[src/rtl/imem_boot_loader.sv]
// imem_boot_loader: receives a length-prefixed little-endian program image
// over a valid/ready byte stream, writes it into instruction memory one word
// at a time, then releases the core from reset and pulses start.
module imem_boot_loader #(
    parameter int          DEPTH_WORDS = 1024,
    parameter logic [31:0] BASE_ADDR   = 32'h0000_0000
) (
    input  logic        clk,
    input  logic        rst,
    input  logic        rx_valid,
    input  logic [7:0]  rx_data,
    output logic        rx_ready,
    output logic        imem_we,
    output logic [31:0] imem_addr,
    output logic [31:0] imem_wdata,
    output logic        core_rst,
    output logic        start,
    output logic        done,
    output logic        err
);

    // One extra bit so a full-depth count never wraps the index.
    localparam int IW = $clog2(DEPTH_WORDS) + 1;

    localparam logic [2:0] S_HDR    = 3'd0;
    localparam logic [2:0] S_DATA   = 3'd1;
    localparam logic [2:0] S_WRITE  = 3'd2;
    localparam logic [2:0] S_LAUNCH = 3'd3;
    localparam logic [2:0] S_RUN    = 3'd4;
    localparam logic [2:0] S_ERR    = 3'd5;

    logic [2:0]    state;
    logic [1:0]    byte_cnt;
    logic [31:0]   word_buf;
    logic [IW-1:0] word_idx;
    logic [IW-1:0] n_words;

    logic          accept;
    logic          last_byte;
    logic [31:0]   full_word;

    assign rx_ready  = (state == S_HDR) || (state == S_DATA);
    assign accept    = rx_valid && rx_ready;
    assign last_byte = (byte_cnt == 2'd3);
    // Completed word as it will look once the current byte lands in lane 3.
    assign full_word = {rx_data, word_buf[23:0]};

    // Status/control outputs are pure state decodes.
    assign imem_we  = (state == S_WRITE);
    assign core_rst = !((state == S_LAUNCH) || (state == S_RUN));
    assign start    = (state == S_LAUNCH);
    assign done     = (state == S_RUN);
    assign err      = (state == S_ERR);

    // Byte assembly: counter picks the lane, wraps after every fourth byte.
    always_ff @(posedge clk or posedge rst) begin
        if (rst) begin
            byte_cnt <= 2'd0;
            word_buf <= 32'd0;
        end else if (accept) begin
            byte_cnt <= byte_cnt + 2'd1;
            word_buf[{byte_cnt, 3'b000} +: 8] <= rx_data;
        end
    end

    // Load sequencing: header check, per-word write, launch.
    always_ff @(posedge clk or posedge rst) begin
        if (rst) begin
            state      <= S_HDR;
            word_idx   <= '0;
            n_words    <= '0;
            imem_addr  <= BASE_ADDR;
            imem_wdata <= 32'd0;
        end else begin
            case (state)
                S_HDR: begin
                    if (accept && last_byte) begin
                        if (full_word == 32'd0 || full_word > 32'(DEPTH_WORDS)) begin
                            state <= S_ERR;
                        end else begin
                            n_words <= full_word[IW-1:0];
                            state   <= S_DATA;
                        end
                    end
                end
                S_DATA: begin
                    if (accept && last_byte) begin
                        // Address/data are staged here so they are stable
                        // throughout the WRITE cycle and hold afterwards.
                        imem_addr  <= BASE_ADDR + (32'(word_idx) << 2);
                        imem_wdata <= full_word;
                        state      <= S_WRITE;
                    end
                end
                S_WRITE: begin
                    word_idx <= word_idx + IW'(1);
                    if (word_idx == n_words - IW'(1)) begin
                        state <= S_LAUNCH;
                    end else begin
                        state <= S_DATA;
                    end
                end
                S_LAUNCH: state <= S_RUN;
                S_RUN:    state <= S_RUN;
                S_ERR:    state <= S_ERR;
                default:  state <= S_ERR;
            endcase
        end
    end

endmodule

[config.mk]
export PLATFORM = sky130hd
export DESIGN_NAME = imem_boot_loader
export DESIGN_NICKNAME = d
export VERILOG_FILES = /design/src/rtl/imem_boot_loader.sv
export SDC_FILE = /design/constraint.sdc
export NUM_CORES = 1
export LEC_CHECK = 0
export BUFFER_PORTS_ARGS = -buffer_cell sky130_fd_sc_hd__buf_2
export CORE_MARGIN = 2
export CORE_UTILIZATION = 35
export CTS_CLUSTER_DIAMETER = 30
export DETAILED_ROUTE_END_ITERATION = 8
export HOLD_SLACK_MARGIN = 0.08
export SLEW_MARGIN = 20
export SYNTH_ARGS = -nofsm -noshare
export SYNTH_HDL_FRONTEND = slang
export SYNTH_SLANG_ARGS = --single-unit
export TNS_END_PERCENT = 1
[constraint.sdc]
create_clock -name clk -period 3.7 [get_ports clk]
set_clock_uncertainty 0.2 [all_clocks]
set_input_delay 0.185 -clock clk [delete_from_list [all_inputs] [get_ports clk]]
set_output_delay 0.185 -clock clk [all_outputs]
set_load 0.02 [all_outputs]
### Yosys cells after proc, flatten, opt, wreduce, memory -nomap -nowiden

Index checks and enable logic that the tools add are counted.

| cells by class | value |
|---|---|
| bitwise logic cells | 1 |
| add/sub/neg operators | 4 |
| shift operators | 2 |
| $lt $le $gt $ge | 1 |
| reductions and logical operators | 12 |
| equal/unequal tests | 9 |
| muxes and demuxes | 6 |

Operators with widths:

| cell | number |
|---|---|
| bitwise mux 32 bit | 1 |
| greater-than comparator 32 x 11 -> 1 bit, second input constant | 1 |
| zero test 32 bit | 1 |
| variable shift 8 x 7 -> 32 bit, first input constant | 1 |
| indexed part select 8 x 7 -> 32 bit | 1 |
| case mux 3 bit (4 select lines) | 1 |
| adder 11 x 1 -> 11 bit, second input constant | 1 |
| equality test 11 bit | 1 |
| subtractor 11 x 1 -> 11 bit, second input constant | 1 |
| 2-to-1 mux 3 bit | 3 |
| negator 5 -> 7 bit | 1 |
| equality test 3 x 2 -> 1 bit, second input constant | 2 |
| equality test 3 bit, second input constant | 2 |
| != test 2 x 1 -> 1 bit, second input constant | 2 |
| AND reduction 2 bit | 2 |
| equality test 3 x 1 -> 1 bit, second input constant | 1 |
| zero test 3 bit | 1 |
| logical OR 1 bit | 3 |
| AND reduction 3 bit | 1 |
| adder 2 x 1 -> 2 bit, second input constant | 1 |
| equality test 2 bit, second input constant | 1 |
| logical AND 1 bit | 2 |
| 2-to-1 mux 2 bit | 1 |
| OR reduction 2 bit | 1 |
| 2 further kinds | 2 |

| storage, ports and cells | value |
|---|---|
| input port bits | 11 |
| register bits | 102 |
| output and inout port bits | 70 |
| word-level logic and storage cells | 42 |

### Logic depth before layout (Yosys ltp)

| logic depth | value |
|---|---|
| depth in word-level cells | 6 |
| depth in mapped cells | 8 |

### Worst setup path before layout

OpenSTA, ideal clock, no wires.

| timing path | value |
|---|---|
| kind | reg-to-reg |
| from | register state[1] |
| to | register n_words[0] |
| clock period less this slack | 2.143 ns |
| cell stages (with the launch flop) | 8 |
| path slack | 1.557 ns |
| path buffers | 3 |
| arrival | 1.818 ns |
| library setup time | 0.125 ns |
| cell sequence | dfrtp_1 -> clkbuf_1 -> nor2_1 -> and2_1 -> clkbuf_2 -> nand4b_1 -> buf_6 -> mux2_4 |

| between the ends | value |
|---|---|
| cells in the longest elaborated chain, start to end | 5 |
| elaborated cells between the ends (all ways) | 6 |

Ends and longest elaborated chain:

| what | RTL line | text |
|---|---|---|
| from (decl) | 32 | `logic [2:0] state;` |
| from (signal assigned) | 69 | `state <= S_HDR;` |
| from (signal assigned) | 79 | `state <= S_ERR;` |
| from (signal assigned) | 82 | `state <= S_DATA;` |
| equality test 3 x 1 -> 1 bit or zero test 3 bit (tied branches) | 42 | `assign rx_ready = (state == S_HDR) \|\| (state == S_DATA);` |
| logical OR 1 bit * | 42 |  |
| via rx_ready | 12 | `output logic rx_ready,` |
| logical AND 1 bit * | 43 | `assign accept = rx_valid && rx_ready;` |
| logical AND 1 bit * | 77 | `if (accept && last_byte) begin` |
| AND reduction 3 bit (no line) * | -- |  |
| to (signal assigned) | 81 | `n_words <= full_word[IW-1:0];` |
| to (decl) | 36 | `logic [IW-1:0] n_words;` |

The timed path passes the listed nets; every way through them passes the cells marked *.
A chain may end at the register's enable or synchronous reset.

### Worst setup path after layout

| timing path | value |
|---|---|
| from | register word_buf[6] |
| to | register n_words[4] |

| between the ends | value |
|---|---|
| cells in the longest elaborated chain, start to end | 4 |
| elaborated cells between the ends (all ways) | 5 |

Ends and longest elaborated chain:

| what | RTL line | text |
|---|---|---|
| from (decl) | 34 | `logic [31:0] word_buf;` |
| from (signal, indexed assignment) | 62 | `word_buf[{byte_cnt, 3'b000} +: 8] <= rx_data;` |
| greater-than comparator 32 x 11 -> 1 bit or zero test 32 bit (tied branches) | 78 | `if (full_word == 32'd0 \|\| full_word > 32'(DEPTH_WORDS)) begin` |
| logical OR 1 bit * | 78 |  |
| NOT 1 bit (no line) * | -- |  |
| AND reduction 3 bit (no line) * | -- |  |

Mark *: on every way between the ends. The rest lies on a longest branch, timed or not.

==> run_results.csv <==
group,metric,value,unit
sta,finalSetupTns,0,ns
finish,antenna_cells,0,
routing,drt-pass1-iter-count,4,
critical_path,crit_fanout,11,
routing,drtIter0Drc,106,
clock_network,path_clk_slew,0.07,ns
die,rows,40,
yosys,synth.most_common_cell,"dfrtp_1",
yosys,seq_area_frac_synth,0.5358,
critical_path,critPathCaptureType,"flop",
global_routing,grt.overflow.total,0,
placed_design,place_congestion,0.7509,
critical_path,startpoint,"word_buf[6]",
clock_network,htreeDepth,3,
sta,hold_viol_final,0,
power,powerDensity,392.8,nW/um^2
routing,vias,2988,
clock_network,cts.sink_count,94,
placed_design,dp_hpwl,6505,um
die,initial_core_util,0.3625,
clock_network,cts_tree,"done",
sta,slew-limit-headroom,0.3543,
global_routing,antenna_found_initial,0,
critical_path,crit_required,3.73,ns
clock_network,cts_setup_buffers,0,
die,core-area,12110,sq um
routing,wire_per_inst,14.14,um
sta,setup_viol_count_final,0,
die,floorplan.die.width,116,um
critical_path,path_class,"flop to flop",
run_status,status,"finished, final reports clean",
routing,drtAntennaViolNets,0,
yosys,synth.distinct_cells,46,
finish,nets,470,
die,fp.dieH,116,um
yosys,synth_cells,385,
clock_network,clockBufferDepth,2,
yosys,yosys-top-cells-area,"dfrtp_1 54%, mux2_2 11%, nand2_1 5.0%",
routing,viasPerCell,4.781,
die,boundaryPins,81,
sta,period_needed,2.427,ns
clock_network,cts_root_buffer,"clkbuf_16",
placed_design,portBuffers,59,
critical_path,crit_chain,"nor4_1 > a31oi_1 > nor4b_2 > nand4b_1 > buf_4 > mux2_4",
yosys,ys_seq_elements,94,
critical_path,crit_arrival,2.46,ns
yosys,synth_area_per_cell,11.40,sq um
min_path,hold_class,"input pin to asynchronous set/reset pin",
sta,finalCritPeriodShare,0.6558,
global_routing,grt_pass1_vias,2978,
power,power_leakage,2.618,nW
yosys,synth-async-reset-ratio,1.000,
global_routing,grt_max_degree,46,
critical_path,reg2reg_slack,1.27,ns
yosys,synth_warnings,0,
yosys,yosysTopAreaCellShare,0.5358,
global_routing,grt_pass1_wl,14970,um
critical_path,cp_slowest_cell,"nor4_1",
finish,area_delta_synth_final,18.32,%
yosys,yosys.area.top_type,"dfrtp_1",
yosys,synth-edff-count,0,
clock_network,clock_latency,0.34,ns
job,maxCapViolations,0,
sta,rsz0062_at_grt,"no",
sta,slew_viol_final,0,
critical_path,r2r-start,"word_buf[6]",
finish,drive_gt1_frac,0.2976,
clock_network,numCtsBuffers,9,
critical_path,cp_slowest_stage_delay,0.43,ns
finish,stdcell_count,625,
die,die_area,13460,sq um
sta,worst_pin_slew,0.9665,ns
yosys,ys.flop_type,"dfrtp_1",
global_routing,grt_use_total,0.1423,
sta,max_clock_freq,412.1,MHz
clock_network,ctsResizeCount,0,
power,irDropWorstVdd,0.2274,mV
yosys,synth_commonest_cells,"94 x dfrtp_1, 58 x nand2_1, 44 x mux2_2",
routing,remaining_drc_errors,0,
critical_path,startpoint_type,"flop",
placed_design,dp_cells,599,
routing,detail_route.wirelength,8839,um
yosys,netlist_area,4390,sq um
[flip-flops by register name (all words and copies together) (netlist names)]
| name | flops |
|---|---|
| imem_wdata | 32 |
| state | 3 |
| word_idx | 11 |
| imem_addr | 11 |
| n_words | 11 |
| byte_cnt | 2 |
| word_buf | 24 |
[through the flow]
stage                     cell area, sq um    util  hold WS (ns)  setup WS (ns)  power, mW
after floorplan                       4466       -        0.1210         0.8663      1.099
after global placement                4787  0.3952        0.1279          1.252      1.103
after detailed placement              4787  0.3952        0.1415          1.231      1.104
after CTS                             5195  0.4289        0.3059          1.214      2.071
after global routing                  5195  0.4289        0.3183          1.024      2.119
final                                 5195  0.4289        0.2918          1.273      2.041
[kinds of logic (layout without fill, tap and decap cells)]
| family | count (synthesis) | count (layout) | share of synthesized area |
|---|---|---|---|
| compound gates | 43 | 43 | 0.05586 |
| xor+xnor | 23 | 23 | 0.04588 |
| fa+ha+maj | 7 | 7 | 0.01995 |
| buf+inv | 43 | 95 | 0.05699 |
| flops | 94 | 94 | 0.5358 |
| mux | 54 | 54 | 0.1471 |
| other cells | 1 | 21 | 0.0008541 |
| simple gates | 120 | 120 | 0.1376 |
[layout by cell type (no fill, tap or decap), drive strengths merged, types with 2 or more instances in the layout]
cell type and instances:
nand2b 2, conb 21, dlygate4sd3 10, nand3 4, and3 2, inv 7
buf 63, ha 7, nor2 12, clkinvlp 2, nand2 58, xnor2 18
and3b 2, o21ai 29, xor2 5, a21oi 4, nor4 9, mux2 54
nand4 7, nor3 5, a31oi 3, nor3b 5, nor4b 2, clkbuf 11
or3 3, dfrtp 94, and4 2, nor2b 2
[what timing repair did]
action,CTS,global route
hold buffers,10,0
hold endpoints to repair,77,0
setup endpoints to repair,0,0
[path summary, 6_finish.rpt]
path / cells after the start / to
setup reg to reg: 6 / n_words[4]
hold / removal: 3 / imem_wdata[15]
max in group asynchronous: 4 / word_buf[10]
min in group clk: 1 / imem_addr[9]
setup / recovery: 6 / n_words[4]
hold reg to reg: 1 / imem_addr[9]
[layout make-up]
class	instances	area (sq um)
inverters	6	23.77
flip-flops and latches	94	2352
clock buffers	11	242.7
clock inverters	5	65.06
repair buffers	73	437.9
multi-input cells	268	1863
fillers	1197	6917
well taps	168	210.2
[worst max-delay path: cells and delay by family, from the launching register on]
kind,cells,cell delay (ns)
compound gates,1,0.17
mux,1,0.31
simple gates,3,1.00
buf+inv,1,0.22
flops,1,0.41
[power breakdown]
group	switching (mW)	internal, mW
clock network	0.401	0.550
registers	0	1.03
logic	0.0500	0.0134
[layer usage]
layer | part of all wire | global-route usage | wire [um]
met5 | 0 | 0 | 0
met4 | 0.017 | 0.04841 | 148
met3 | 0.039 | 0.03190 | 345
met2 | 0.50 | 0.2335 | 4382
met1 | 0.45 | 0.1869 | 3962
Note: power is estimated with default switching activity, not from simulation.
